### src/rtl/simd_issue_buffer.sv
// Serial-to-parallel operand stager and parallel-to-serial result drainer for the SIMD core.
// Optional synchronous flush port is enabled by defining SIMD_ISSUE_FLUSH_EN.
module simd_issue_buffer #(
  parameter  int ALUWIDTH = 16,
  localparam int IDXW     = (ALUWIDTH > 1) ? $clog2(ALUWIDTH) : 1
) (
  input  logic                     clk,
  input  logic                     rst_n,
`ifdef SIMD_ISSUE_FLUSH_EN
  input  logic                     flush,
`endif
  input  logic                     in_valid,
  output logic                     in_ready,
  input  logic [31:0]              in_opA,
  input  logic [31:0]              in_opB,
  input  logic [2:0]               in_cmd,
  output logic [32*ALUWIDTH-1:0]   core_OperandA_s,
  output logic [32*ALUWIDTH-1:0]   core_OperandB_s,
  output logic [2:0]               core_command,
  input  logic [32*ALUWIDTH-1:0]   core_result_s,
  input  logic [ALUWIDTH-1:0]      core_iszero_s,
  input  logic [ALUWIDTH-1:0]      core_overflow_s,
  output logic                     out_valid,
  input  logic                     out_ready,
  output logic [31:0]              out_result,
  output logic                     out_iszero,
  output logic                     out_overflow,
  output logic [IDXW-1:0]          out_lane,
  output logic                     out_last
);

  typedef enum logic [1:0] {S_FILL, S_EXEC, S_DRAIN} state_t;

  localparam logic [IDXW-1:0] LAST_IDX = IDXW'(ALUWIDTH - 1);

  state_t          state_reg, state_next;
  logic [IDXW-1:0] fill_idx_reg, fill_idx_next;
  logic [IDXW-1:0] drain_idx_reg, drain_idx_next;
  logic [2:0]      cmd_reg;
  logic [31:0]     op_a_reg [ALUWIDTH];
  logic [31:0]     op_b_reg [ALUWIDTH];
  logic [31:0]     res_reg  [ALUWIDTH];
  logic [31:0]     res_in   [ALUWIDTH];
  logic [ALUWIDTH-1:0] iszero_reg, overflow_reg;
  logic            flush_req, accept, drain_take, capture;

`ifdef SIMD_ISSUE_FLUSH_EN
  assign flush_req = flush;
`else
  assign flush_req = 1'b0;
`endif

  assign in_ready   = (state_reg == S_FILL);
  assign out_valid  = (state_reg == S_DRAIN);
  // Flush wins over any handshake and over the EXEC capture.
  assign accept     = in_valid && in_ready && !flush_req;
  assign drain_take = out_valid && out_ready && !flush_req;
  assign capture    = (state_reg == S_EXEC) && !flush_req;

  generate
    for (genvar gi = 0; gi < ALUWIDTH; gi++) begin : g_lane
      assign core_OperandA_s[32*gi +: 32] = op_a_reg[gi];
      assign core_OperandB_s[32*gi +: 32] = op_b_reg[gi];
      assign res_in[gi]                   = core_result_s[32*gi +: 32];
    end
  endgenerate

  assign core_command = cmd_reg;
  assign out_result   = res_reg[drain_idx_reg];
  assign out_iszero   = iszero_reg[drain_idx_reg];
  assign out_overflow = overflow_reg[drain_idx_reg];
  assign out_lane     = drain_idx_reg;
  assign out_last     = out_valid && (drain_idx_reg == LAST_IDX);

  always_comb begin
    state_next     = state_reg;
    fill_idx_next  = fill_idx_reg;
    drain_idx_next = drain_idx_reg;
    case (state_reg)
      S_FILL: begin
        if (accept) begin
          if (fill_idx_reg == LAST_IDX) begin
            state_next    = S_EXEC;
            fill_idx_next = '0;
          end else begin
            fill_idx_next = fill_idx_reg + 1'b1;
          end
        end
      end
      S_EXEC: state_next = S_DRAIN;
      S_DRAIN: begin
        if (drain_take) begin
          if (drain_idx_reg == LAST_IDX) begin
            state_next     = S_FILL;
            drain_idx_next = '0;
          end else begin
            drain_idx_next = drain_idx_reg + 1'b1;
          end
        end
      end
      default: state_next = S_FILL;
    endcase
    if (flush_req) begin
      state_next     = S_FILL;
      fill_idx_next  = '0;
      drain_idx_next = '0;
    end
  end

  always_ff @(posedge clk or negedge rst_n) begin
    if (!rst_n) begin
      state_reg     <= S_FILL;
      fill_idx_reg  <= '0;
      drain_idx_reg <= '0;
    end else begin
      state_reg     <= state_next;
      fill_idx_reg  <= fill_idx_next;
      drain_idx_reg <= drain_idx_next;
    end
  end

  // Operand lanes are written one per accepted beat; results all at once in EXEC.
  always_ff @(posedge clk or negedge rst_n) begin
    if (!rst_n) begin
      cmd_reg      <= '0;
      iszero_reg   <= '0;
      overflow_reg <= '0;
      for (int i = 0; i < ALUWIDTH; i++) begin
        op_a_reg[i] <= '0;
        op_b_reg[i] <= '0;
        res_reg[i]  <= '0;
      end
    end else begin
      if (accept && (fill_idx_reg == '0)) begin
        cmd_reg <= in_cmd;
      end
      for (int i = 0; i < ALUWIDTH; i++) begin
        if (accept && (fill_idx_reg == IDXW'(i))) begin
          op_a_reg[i] <= in_opA;
          op_b_reg[i] <= in_opB;
        end
        if (capture) begin
          res_reg[i] <= res_in[i];
        end
      end
      if (capture) begin
        iszero_reg   <= core_iszero_s;
        overflow_reg <= core_overflow_s;
      end
    end
  end

endmodule
### config.mk
export PLATFORM = sky130hd
export DESIGN_NAME = simd_issue_buffer
export DESIGN_NICKNAME = d
export VERILOG_FILES = /design/src/rtl/simd_issue_buffer.sv
export SDC_FILE = /design/constraint.sdc
export NUM_CORES = 2
export LEC_CHECK = 0
export CORE_AREA = 2 2 647 649
export CTS_CLUSTER_SIZE = 30
export DETAILED_ROUTE_END_ITERATION = 8
export DIE_AREA = 0 0 649 651
export PLACE_DENSITY = 0.39
export SETUP_SLACK_MARGIN = 0.05
export SLEW_MARGIN = 20
export SYNTH_ARGS = -nofsm -noshare
export SYNTH_HDL_FRONTEND = slang
export SYNTH_SLANG_ARGS = --single-unit
### constraint.sdc
create_clock -name clk -period 2 [get_ports clk]
set_clock_uncertainty 0.05 [all_clocks]
set_input_delay 0.3 -clock clk [delete_from_list [all_inputs] [get_ports clk]]
set_output_delay 0.3 -clock clk [all_outputs]
set_load 0.02 [all_outputs]
==> results.py <==
metrics = {
    "synth": {
        "yosys.area.top_type": "dfrtp_1",
        "synthDistinctLibCells": 38,
        "ys.flop_type": "dfrtp_1",
        "synth_top_area_share_pct": 63.0,
        "synth_nets": 4353,
        "yosys.cell_count.top_type": "dfrtp_1",
        "synth.cell_area_sq_um": 62800,
        "ys_async_sr_fraction_pct": 100,
        "yosysSeqAreaShare_pct": 63.0,
        "synth_common_cells": "1581 x dfrtp_1, 1552 x mux2_2, 136 x mux4_2",
        "ys_top_cells_by_area": "dfrtp_1 63%, mux2_2 28%, mux4_2 4.9%, buf_2 1.0%, a22oi_1 0.81%",
        "avgSynthCellArea_sq_um": 16.8,
        "syn_inst": 3733,
        "synth_edf_count": 0,
        "ys_ff_latch": 1581,
        "yosysWarningCount": 0,
    },
    "timing": {
        "setup_tns_ps": -334580,
        "tightest_slew_ps": 856,
        "hold_viol": 0,
        "setup_viol": 1504,
        "fin_crit_sh_pct": 170,
        "fmax_mhz": 294,
        "layout_min_cycle_time_ps": 3400,
        "report.final.slew_viol_count": 0,
        "whs_ps": 87.7,
        "rsz0062_at_grt": "true",
        "finalWorstSetupSlack_ps": -1400,
        "slew_headroom_pct": 42.9,
    },
    "clocking": {
        "clock-root-buffer": "clkbuf_16",
        "clock-sinks": 1581,
        "cts_tree": "built",
        "cts.path.max_buffers": 4,
        "clk_pin_slew_worst_paths_ps": 50,
        "insertion_delay_ps": 880,
        "numCtsBuffers": 202,
        "cts-htree-levels": 4,
    },
    "layout": {
        "fill_cells": 43100,
        "area_delta_synth_final_pct": 67.7,
        "multiInputGateArea_sq_um": 23800,
        "nets": 7165,
        "register_area_sq_um": 39600,
        "layout-drive-gt1-share_pct": 52.1,
    },
    "pwr": {
        "pwr-share-comb_pct": 45.3,
        "switching_share_pct": 37.0,
        "leakagePower_nw": 48.5,
        "p_seq_share_pct": 32.8,
        "switchingPower_mw": 64.3,
        "irDropWorstVdd_mv": 0.849,
        "p_per_area_nw_per_um2": 1650,
        "clkPwrFrac_pct": 21.9,
        "power.internal_mw": 110,
    },
    "die": {
        "pin_count": 1683,
        "core_sq_um": 415000,
        "dieArea_sq_um": 422000,
        "rows": 237,
        "start_util_pct": 15.1,
        "die_h_um": 651,
        "chipWidth_um": 649,
    },
    "route": {
        "drt_wl_total_mm": 325,
        "ant_nets": 0,
        "via_per_inst": 3.64,
        "vias": 44500,
        "routedWlPerCell_um": 26.6,
        "firstDrtPassIters": 5,
        "remaining_drc_errors": 0,
        "drtIter0Drc": 1876,
    },
    "global_routing": {
        "grtUsageTotal_pct": 14.3,
        "antenna_found_initial": 52,
        "grt-ovfl-total": 0,
        "grt_pass1_vias": 48800,
        "grt_pass1_wl_mm": 424,
        "grt_start_max_net_pins": 92,
    },
    "worst_setup_path": {
        "end_kind": "output pin",
        "worstPathArrival_ps": 3050,
        "startpoint_type": "register",
        "worstSetupPathType": "register to output pin",
        "required_ps": 1650,
        "worstPathMaxFanout": 7,
    },
    "worst_hold_path": {
        "min_path_type": "primary input to register",
    },
    "placement": {
        "place_hpwl_mm": 238,
        "portBuffers": 1682,
        "post-place-ws_ps": -966,
        "gp_congestion": 0.824,
    },
    "run": {
        "drv_cap": 0,
    },
    "outcome": {
        "status": "finished, violations left",
        "violations": "setup timing",
    },
}
-- stage by stage --
step           cell area, sq um  instances  power, mW  utilization, %
2_1_floorplan             63800       3733       91.8               -
3_3_place_gp              92000      11200        136            22.1
3_5_place_dp              92000      11200        137            22.1
4_1_cts                  102000      12100        174            24.6
5_1_grt                  105000      12200        182            25.4
6_report                 105000      12200        174            25.4
-- cell type report --
type	count	area share, %
clock inverter	59	0.795
clock buffer	298	5.71
inverter	3	0.0107
sequential	1581	37.6
timing repair buffer	2887	26.8
antenna	28	0.0665
tap	5497	6.53
multi-input combinational	1870	22.6
-- power groups by stage --
stage / Sequential [mW] / Combinational [mW] / Clock [mW]
6_report: 57.1 / 78.7 / 38.1
5_1_grt: 58.9 / 82.7 / 40.6
4_1_cts: 57.3 / 77.6 / 39.4
3_5_place_dp: 57.7 / 79.2 / 0
3_3_place_gp: 57.5 / 78.9 / 0
2_1_floorplan: 66.6 / 25.2 / 0
-- worst paths after layout --
kind	startpoint	end	slack, ps	cells after the start
worst max-delay path	out_lane[0]	out_result[25]	-1400	7
worst min-delay path	in_opA[31]	core_OperandA_s[415]	90	2
worst max register to register	state_reg[0]	core_OperandB_s[339]	-420	9
worst min register to register	core_OperandB_s[491]	core_OperandB_s[491]	440	1
max in group asynchronous	rst_n	core_OperandA_s[95]	720	3
min in group asynchronous	rst_n	core_OperandB_s[216]	120	2
-- per-layer routing --
metal | GRT usage, % | wire length, um | share of wire, %
met2 | 26.5 | 170000 | 52
met5 | 0 | 130 | 0.040
met3 | 4.07 | 21200 | 6.5
met4 | 3.95 | 9950 | 3.1
met1 | 15.7 | 124000 | 38
-- layout by cell type, fill, tap and decap left out, types with 136 or more instances in the layout --
cell type and count:
mux2_4 356, buf_12 156, mux4_2 136, dlymetal6s2s_1 150, clkbuf_16 241, buf_4 432
mux2_2 1215, clkdlybuf4s50_1 911, dlygate4sd3_1 494, buf_2 536, dfrtp_1 1574
-- critical path, stage by stage (launching register included) --
cell	delay, ps
dfrtp_4	500
buf_16	170
buf_12	170
buf_6	120
mux4_2	470
a22oi_2	380
nand2_4	150
buf_6	170
-- kinds of logic (layout without fill, tap and decap cells) --
| kind of cell | count (synthesis) | in the layout | synth area share, % |
|---|---|---|---|
| AO/OA/AOI/OAI | 78 | 78 | 0.918 |
| AND/OR/NAND/NOR | 76 | 76 | 0.653 |
| multiplexers | 1709 | 1709 | 33.1 |
| flip-flops | 1581 | 1581 | 63.0 |
| buffers and inverters | 282 | 3247 | 2.21 |
| other | 0 | 28 | 0 |
| XOR/XNOR | 2 | 2 | 0.0279 |
| adder cells (fa/ha/maj) | 5 | 5 | 0.0996 |
-- what timing repair did --
action	in CTS	in global routing
hold endpoints to repair	1635	0
hold buffers	494	0
gates cloned	10	41
setup buffers	46	45
setup endpoints to repair	2545	1902
pin swaps	32	38
resized for setup	2884	612
Power figures use the tool's default switching activity.
